$ cat src/rtl/ram_bus_pkg.sv
// ram_bus_pkg: shared RAM bus widths and the scan-out reader state encoding.
// Latency: n/a (types and constants only).
// Backpressure: n/a.
package ram_bus_pkg;

  localparam int RAM_ADDR_W = 24;
  localparam int RAM_DATA_W = 32;

  typedef logic [RAM_ADDR_W-1:0] ram_addr_t;
  typedef logic [RAM_DATA_W-1:0] ram_data_t;

  typedef enum logic [2:0] {
    ST_IDLE  = 3'd0,
    ST_REQ   = 3'd1,
    ST_GAP   = 3'd2,
    ST_DRAIN = 3'd3,
    ST_DONE  = 3'd4
  } scan_state_e;

endpackage

$ cat src/rtl/ram_scanout_reader_if.sv
// ram_scanout_reader_if: word-addressed RAM request/ack bus.
// Latency: n/a (wires only); ram_data_in is valid in the ram_ack cycle.
// Backpressure: the master holds ram_stb/ram_addr until the slave pulses ram_ack.
// Ports: master drives ram_stb/ram_we/ram_addr; slave drives ram_data_in/ram_ack.
interface ram_scanout_reader_if;
  import ram_bus_pkg::*;

  logic                  ram_stb;
  logic                  ram_we;
  logic [RAM_ADDR_W+1:2] ram_addr;
  ram_data_t             ram_data_in;
  logic                  ram_ack;

  modport master (
    output ram_stb, ram_we, ram_addr,
    input  ram_data_in, ram_ack
  );

  modport slave (
    input  ram_stb, ram_we, ram_addr,
    output ram_data_in, ram_ack
  );
endinterface

$ cat src/rtl/ram_scanout_fifo.sv
// ram_scanout_fifo: synchronous word buffer with registered occupancy and flush.
// Latency: a pushed word is visible at head_dat the cycle after the push.
// Backpressure: push while full is dropped unless a pop frees the slot; pop while empty is ignored.
// Ports: clk/rst, flush, push/push_dat, pop, head_dat (combinational head), empty, count.
module ram_scanout_fifo #(
  parameter int DEPTH = 16,
  parameter int WIDTH = 32
) (
  input  logic                   clk,
  input  logic                   rst,
  input  logic                   flush,
  input  logic                   push,
  input  logic [WIDTH-1:0]       push_dat,
  input  logic                   pop,
  output logic [WIDTH-1:0]       head_dat,
  output logic                   empty,
  output logic [$clog2(DEPTH):0] count
);
  localparam int AW = $clog2(DEPTH);
  localparam logic [AW:0] FULL_CNT = (AW+1)'(DEPTH);

  logic [WIDTH-1:0] mem [DEPTH];
  logic [AW-1:0]    rd_ptr;
  logic [AW-1:0]    wr_ptr;
  logic             full;
  logic             do_push;
  logic             do_pop;

  assign empty    = (count == '0);
  assign full     = (count == FULL_CNT);
  assign do_pop   = pop && !empty;
  // When full, a same-cycle pop frees the head slot, which is the one being written.
  assign do_push  = push && (!full || do_pop);
  assign head_dat = mem[rd_ptr];

  always_ff @(posedge clk) begin
    if (do_push && !flush) begin
      mem[wr_ptr] <= push_dat;
    end
  end

  always_ff @(posedge clk) begin
    if (rst || flush) begin
      rd_ptr <= '0;
      wr_ptr <= '0;
      count  <= '0;
    end else begin
      if (do_push) wr_ptr <= wr_ptr + 1'b1;
      if (do_pop)  rd_ptr <= rd_ptr + 1'b1;
      case ({do_push, do_pop})
        2'b10:   count <= count + 1'b1;
        2'b01:   count <= count - 1'b1;
        default: count <= count;
      endcase
    end
  end
endmodule

$ cat src/rtl/ram_scanout_reader.sv
// ram_scanout_reader: fetches WORDS_PER_FRAME consecutive RAM words per frame into a word buffer.
// Latency: first strobe the cycle after frame_start; a word is visible the cycle after its ack.
// Backpressure: no strobe while the buffer is full; at most one request outstanding.
// Ports: clk/rst, frame_start/base_addr, ram (RAM bus master), word_valid/word_data/word_pop,
//        underflow (sticky pop-while-empty), frame_done.
module ram_scanout_reader
  import ram_bus_pkg::*;
#(
  parameter int WORDS_PER_FRAME = 307200,
  parameter int FIFO_DEPTH      = 16
) (
  input  logic                 clk,
  input  logic                 rst,
  input  logic                 frame_start,
  input  logic [25:2]          base_addr,
  ram_scanout_reader_if.master ram,
  output logic                 word_valid,
  output logic [31:0]          word_data,
  input  logic                 word_pop,
  output logic                 underflow,
  output logic                 frame_done
);
  localparam int CNT_W  = $clog2(FIFO_DEPTH) + 1;
  localparam int WCNT_W = $clog2(WORDS_PER_FRAME + 1);
  localparam logic [CNT_W-1:0]  BUF_FULL   = CNT_W'(FIFO_DEPTH);
  localparam logic [WCNT_W-1:0] FRAME_LAST = WCNT_W'(WORDS_PER_FRAME);

  scan_state_e       state;
  scan_state_e       state_nxt;
  ram_addr_t         addr_q;
  ram_addr_t         pend_addr;
  ram_addr_t         restart_addr;
  logic [WCNT_W-1:0] word_cnt;
  logic [CNT_W-1:0]  fifo_count;
  logic              fifo_empty;
  logic              ram_stb_c;
  logic              restart;
  logic              push;
  logic              pend_load;

  always_ff @(posedge clk) begin
    if (rst) state <= ST_IDLE;
    else     state <= state_nxt;
  end

  always_comb begin
    state_nxt    = state;
    ram_stb_c    = 1'b0;
    restart      = 1'b0;
    restart_addr = base_addr;
    push         = 1'b0;
    pend_load    = 1'b0;
    frame_done   = 1'b0;
    case (state)
      ST_IDLE: begin
        if (frame_start) begin
          restart   = 1'b1;
          state_nxt = ST_REQ;
        end
      end
      ST_REQ: begin
        // Only registered state feeds the strobe; while it is high the count can only
        // fall, so the strobe stays up until the ack.
        ram_stb_c = (fifo_count < BUF_FULL);
        if (ram_stb_c && frame_start && !ram.ram_ack) begin
          pend_load = 1'b1;
          state_nxt = ST_DRAIN;
        end else if (frame_start) begin
          // Covers a restart coinciding with an ack: that word belongs to the old frame.
          restart   = 1'b1;
          state_nxt = ST_REQ;
        end else if (ram_stb_c && ram.ram_ack) begin
          push      = 1'b1;
          state_nxt = ST_GAP;
        end
      end
      ST_GAP: begin
        if (frame_start) begin
          restart   = 1'b1;
          state_nxt = ST_REQ;
        end else begin
          state_nxt = (word_cnt == FRAME_LAST) ? ST_DONE : ST_REQ;
        end
      end
      ST_DRAIN: begin
        // Finish the abandoned request, drop its data, then restart at the newest base.
        ram_stb_c = 1'b1;
        if (ram.ram_ack) begin
          restart      = 1'b1;
          restart_addr = frame_start ? base_addr : pend_addr;
          state_nxt    = ST_REQ;
        end else if (frame_start) begin
          pend_load = 1'b1;
        end
      end
      ST_DONE: begin
        frame_done = 1'b1;
        if (frame_start) begin
          restart   = 1'b1;
          state_nxt = ST_REQ;
        end
      end
      default: state_nxt = ST_IDLE;
    endcase
  end

  always_ff @(posedge clk) begin
    if (rst) begin
      addr_q    <= '0;
      pend_addr <= '0;
      word_cnt  <= '0;
      underflow <= 1'b0;
    end else begin
      if (restart) begin
        addr_q   <= restart_addr;
        word_cnt <= '0;
      end else if (push) begin
        addr_q   <= addr_q + 1'b1;
        word_cnt <= word_cnt + 1'b1;
      end
      if (pend_load) pend_addr <= base_addr;
      if (frame_start)                 underflow <= 1'b0;
      else if (word_pop && fifo_empty) underflow <= 1'b1;
    end
  end

  assign ram.ram_stb  = ram_stb_c;
  assign ram.ram_we   = 1'b0;
  assign ram.ram_addr = addr_q;
  assign word_valid   = !fifo_empty;

  ram_scanout_fifo #(
    .DEPTH (FIFO_DEPTH),
    .WIDTH (RAM_DATA_W)
  ) u_fifo (
    .clk      (clk),
    .rst      (rst),
    .flush    (restart),
    .push     (push),
    .push_dat (ram.ram_data_in),
    .pop      (word_pop),
    .head_dat (word_data),
    .empty    (fifo_empty),
    .count    (fifo_count)
  );
endmodule

$ cat src/flat_wrapper.sv
// flat-port wrapper written by rule: the top's interface ports become plain ports
module ram_scanout_reader_flat import ram_bus_pkg::*;
#(
  parameter int WORDS_PER_FRAME = 307200,
  parameter int FIFO_DEPTH      = 16
)
  (clk, rst, frame_start, base_addr, word_valid, word_data, word_pop, underflow, frame_done, ram_ram_stb, ram_ram_we, ram_ram_addr, ram_ram_data_in, ram_ram_ack);
  ram_scanout_reader_if ram_i ();
  input  logic clk;
  input  logic rst;
  input  logic frame_start;
  input  logic [25:2] base_addr;
  output logic word_valid;
  output logic [31:0] word_data;
  input  logic word_pop;
  output logic underflow;
  output logic frame_done;
  output wire logic [$bits(ram_i.ram_stb)-1:0] ram_ram_stb;
  output wire logic [$bits(ram_i.ram_we)-1:0] ram_ram_we;
  output wire logic [$bits(ram_i.ram_addr)-1:0] ram_ram_addr;
  input wire logic [$bits(ram_i.ram_data_in)-1:0] ram_ram_data_in;
  input wire logic [$bits(ram_i.ram_ack)-1:0] ram_ram_ack;
  assign ram_ram_stb = ram_i.ram_stb;
  assign ram_ram_we = ram_i.ram_we;
  assign ram_ram_addr = ram_i.ram_addr;
  assign ram_i.ram_data_in = ram_ram_data_in;
  assign ram_i.ram_ack = ram_ram_ack;
  ram_scanout_reader #(.WORDS_PER_FRAME(WORDS_PER_FRAME), .FIFO_DEPTH(FIFO_DEPTH)) u_core (.clk(clk), .rst(rst), .frame_start(frame_start), .base_addr(base_addr), .ram(ram_i), .word_valid(word_valid), .word_data(word_data), .word_pop(word_pop), .underflow(underflow), .frame_done(frame_done));
endmodule
$ cat config.mk
export PLATFORM = sky130hd
export DESIGN_NAME = ram_scanout_reader_flat
export DESIGN_NICKNAME = d
export VERILOG_FILES = /design/src/rtl/ram_bus_pkg.sv /design/src/rtl/ram_scanout_reader_if.sv /design/src/rtl/ram_scanout_fifo.sv /design/src/rtl/ram_scanout_reader.sv /design/src/flat_wrapper.sv
export SDC_FILE = /design/constraint.sdc
export NUM_CORES = 1
export LEC_CHECK = 0
export CORE_ASPECT_RATIO = 1.4
export CORE_UTILIZATION = 40
export DETAILED_ROUTE_END_ITERATION = 8
export SLEW_MARGIN = 20
export SYNTH_ARGS = -nofsm -noshare
export SYNTH_HDL_FRONTEND = slang
export SYNTH_SLANG_ARGS = --single-unit
$ cat constraint.sdc
create_clock -name clk -period 6.2 [get_ports clk]
set_input_delay 1.24 -clock clk [delete_from_list [all_inputs] [get_ports clk]]
set_output_delay 1.24 -clock clk [all_outputs]
set_load 0.02 [all_outputs]
* Word level (Yosys, flattened, before mapping) *
Memories as Yosys holds them, arrays and structs flattened. A register that Yosys moved wholly into a read port is not among the register bits.
Cells that the tools add are included.

storage, ports and cells
  flip-flop bits (word level) = 84
  memory bits (writable) = 512
  input port bits = 61
  output and inout bits = 61
  memories = 1

operators by class
  add/subtract/negate cells = 6
  $lt $le $gt $ge = 1
  eq/ne operators = 11
  mux-type cells = 31
  reductions and logical operators = 22

memories
  memory             words  bits a word  read ports  clocked after memory_dff  write ports  line                    source
  u_core.u_fifo.mem  16     32           1           1                         1            ram_scanout_fifo.sv:22  logic [WIDTH-1:0] mem [DEPTH];

operator list
  operator               count
  $mux 24                5
  $add 24x1->24 const B  1
  $mux 3                 7
  $add 19x1->19 const B  1
  $eq 19x19->1 const B   1
  $mux 1                 12
  $pmux 3 s4             1
  $pmux 5 s2             1
  $add 4x1->4 const B    2
  $mux 4                 2
  $logic_and 1x1->1      7
  $eq 3x2->1 const B     2
  $reduce_or 2->1        3
  $add 5x1->5 const B    1
  $eq 5x5->1 const B     1
  $logic_not 5->1        1
  $lt 5x5->1 const B     1
  $sub 5x1->5 const B    1
  $logic_not 1->1        4
  $ne 4x2->1 const B     1
  $pmux 1 s2             2
  $reduce_bool 2->1      2
  $eq 3x1->1 const B     1
  $eq 3x3->1 const B     1
  9 further kinds        10

* Longest topological paths before layout *
  word-level depth = 10
  mapped depth = 11
  depth with buffers taken out = 9

* Cells and area by module *
Synthesis repeated with hierarchy kept, for this count alone.

second synthesis, totals
  cells, all modules = 1352
  area total of the unflattened synthesis = 23741.5 µm²

by module, submodules not included
  module              times used  cells each  area each (µm²)
  ram_scanout_fifo    1           913         20110.5
  ram_scanout_reader  1           439         3631.0

* Worst setup path before layout *
Ideal clock, no wire load.

  path kind = input-to-reg
  from = input port frame_start
  to = memory u_core.u_fifo.mem[0][0], enable pin
  arrival = 4.585 ns
  data required time = 5.739 ns
  setup slack = 1.154 ns
  cell stages on the path = 5
  cell sequence = or4_4 -> nor2_1 -> clkbuf_1 -> nand2_1 -> nor3_1

on the way
  longest elaborated chain between the ends = 8
  elaborated cells on any way between the ends = 13
  those cells by class = mux: 8; reduce/logical: 5

RTL lines
  what                                                         line                                            source
  start, declared                                              flat_wrapper.sv:11                              input logic frame_start;
  $logic_and 1x1->1 (2 in a row)                               ram_scanout_reader.sv:65                        if (ram_stb_c && frame_start && !ram.ram_ack) begin
  $mux 1                                                       ram_scanout_reader.sv:65
  $pmux 1 s3 / $mux 1 (equally long branches)                  ram_scanout_reader.sv:54                        case (state)
  $logic_not 1->1 / $logic_and 1x1->1 (equally long branches)  ram_scanout_fifo.sv:37, ram_scanout_fifo.sv:33
  $logic_and 1x1->1 (*)                                        ram_scanout_fifo.sv:37                          if (do_push && !flush) begin
  $mux 1 (*)                                                   ram_scanout_fifo.sv:37
  $mux 1 (implied by the code) (*)                             ram_scanout_fifo.sv:38                          mem[wr_ptr] <= push_dat;
  end, declared                                                ram_scanout_fifo.sv:22

Every way passes the cells marked *; elsewhere a longest branch is shown, timed or not.

==> metrics.cfg <==
[worst_setup_path]
crit_path_max_incr_delay_ns = 0.75
crit_path_end_kind = output port
worstSetupPathType = reg -> out
path_max_fanout = 59
cp_data_arrival_time_ns = 3.58
worstPathCellList = buf_12 -> mux4_2 -> mux4_2 -> clkdlybuf4s50_1
crit_required_ns = 4.96
crit_family = multiplexers
cp_num_buf_inv = 2
r2r-start = u_core.u_fifo.count[4]
path_common_cell = mux4_2
startpoint_type = register
slowest_stage = dfxtp_4

[global_route]
first_global_vias = 12539
grt_first_pass_wirelength_um = 78000
grt_antenna_before_repair = 3
grt_max_degree = 61
grtUsageTotal_pct = 17.4
grt_overflow = 0

[cts]
post_cts_resized = 0
htree_levels = 2
hold_buffers = 0
cts.sinks = 600
clk_pin_slew_ns = 0.06
tritoncts = yes
clock_path_buffers = 3
cts_buffers = 56
root_buffer = clkbuf_16
clk_latency_ns = 0.62
post_cts_buffers = 0

[routing]
drtIter0Drc = 688
vias_per_cell = 5.45
remaining_drc_errors = 0
routedWlPerCell_um = 23.6
routed_wirelength_um = 51500
vias = 11901
first_pass_iters = 7
ant_nets = 0

[die]
start_util_pct = 40.7
rows = 104
die_w_um = 207
design.core.area_mm2 = 0.0579
num_io_pins = 122
die-area_mm2 = 0.0599
die_h_um = 289

[sta]
period_needed_ns = 4.82
worst_pin_slew_ns = 1.02
slew_viol_final = 0
rsz0062_at_grt = no
skew_ns = 0.0271
finalHoldViolations = 0
fin_crit_sh_pct = 77.7
setup-tns-final_ns = 0
setup_violations = 0
relSlewSlack_pct = 32.0
fmax_ghz = 0.208

[yosys]
synth.distinct_cells = 58
synth_nets = 1333
yosysTopAreaCell = edfxtp_1
synth_top_cell_area_share_pct = 65.2
synth_common_cells = edfxtp_1 (512), mux4_2 (160), nand2_1 (96)
netlist_area_mm2 = 0.0236
synthTopCellsByArea = edfxtp_1 (65%), mux4_2 (15%), dfxtp_1 (7.5%)
synth_edf_count = 512
avgSynthCellArea_um2 = 18.7
yosysSeqAreaShare_pct = 72.7
synth-seq-cells = 600
syn-instance-count = 1260
synthFlopType = edfxtp_1
async_flop_share_pct = 0
ys_warn_count = 0
yosysMostFrequentCell = edfxtp_1

[min_path]
hold_path.class = reg -> reg
hp-start = u_core.pend_addr[14]

[power]
power_density_mw_per_mm2 = 297
peakVddDrop_uv = 230
leakagePower_nw = 8.47

[place]
place_inst = 2081
port_buffers = 120
gp_congestion = 0.770
placed_area_mm2 = 0.0259
hpwl_um = 28800

[finish]
final_cell_area_mm2 = 0.0277
final_cells = 2183
fillers = 4759
syn_to_final_growth_pct = 17.7
final_util_pct = 47.9
layout.nets = 1471
drive_gt1_share_pct = 21.3

[status]
status = finished clean

[run]
maxCapViolCount = 0

## where the power goes
part	total (mW)	leakage, nW	switching (mW)	internal (mW)
clock network	3.49	0.899	1.50	1.99
logic	0.314	2.25	0.176	0.138
registers	4.44	5.32	0.0341	4.40
## path summary, 6_finish.rpt
check | depth (start not counted) | endpoint | slack (ns)
worst min-delay path | 2 | u_core.pend_addr[14] | 0.45
worst min register to register | 2 | u_core.pend_addr[14] | 0.45
worst max-delay path | 4 | word_data[28] | 1.38
worst max register to register | 5 | u_core.u_fifo.mem[12][8] | 2.83
## per-stage QoR
step | setup slack (ns) | hold WS, ns | total power, mW
final | 1.38 | 0.452 | 8.24
after global routing | 1.16 | 0.477 | 8.50
after CTS | 1.22 | 0.454 | 8.34
after detailed placement | 1.27 | 0.446 | 4.84
after global placement | 1.23 | 0.439 | 4.83
after floorplan | 1.15 | 0.434 | 4.66
## area by class of cell
class	instances	area (um^2)	share of cell area, %
antenna	1	2.50	0.00902
clock buffer	59	1410	5.09
clock inverter	41	444	1.60
inverter	13	48.8	0.176
multi-input combinational	579	6220	22.4
sequential	600	17100	61.8
tap	742	928	3.35
timing repair buffer	148	1530	5.51
## cells by family after synthesis
group | after synthesis | share of synthesized area [%]
flip-flops | 600 | 72.7
other | 1 | 0.0159
buffers and inverters | 81 | 1.38
adder cells (fa/ha/maj) | 12 | 0.669
multiplexers | 177 | 16.0
XOR/XNOR | 37 | 1.38
AND/OR/NAND/NOR | 259 | 5.27
AO/OA/AOI/OAI | 93 | 2.52
## worst reg2reg max path: cells and delay by family, from the launching register on
family | cells | cell delay [ns]
buffers and inverters | 1 | 0.32
flip-flops | 1 | 0.40
AND/OR/NAND/NOR | 4 | 2.35
## per-layer routing
metal	GRT usage [%]	wire (um)	vias to the layer above
met2	31.0	26800	275
li1	-	-	5343
met5	0	34	-
met1	21.8	21400	6212
met4	4.68	1050	4
met3	3.15	2210	67
## sequential cells by signal, summed over array words and instances (netlist names), named ones only
name                  count
u_core.u_fifo.mem       512
u_core.pend_addr         24
u_core.ram.ram_addr      24
u_core.word_cnt          19
u_core.u_fifo.count       5
u_core.u_fifo.rd_ptr      4
u_core.u_fifo.wr_ptr      4
u_core.state              3
u_core.underflow          1
## placed cells by master (no fill, tap or decap), types with 5 or more instances in the layout
cell	n
edfxtp_1	512
mux4_2	160
clkdlybuf4s50_1	120
nand2_1	95
dfxtp_1	84
clkbuf_16	56
nor2_1	50
a21oi_1	50
xnor2_1	28
buf_4	18
nor3_1	17
clkinv_1	16
nand3_1	14
inv_1	13
nor2_4	12
mux2i_1	11
ha_1	11
nand4_1	10
nor4_1	9
xor2_1	9
buf_12	9
and3_1	8
and4_1	8
bufinv_16	8
clkinv_2	8
nand2b_1	7
a221oi_1	7
mux2_2	6
o21ai_0	6
a311oi_1	5
Note: power is estimated with default switching activity, not from simulation.
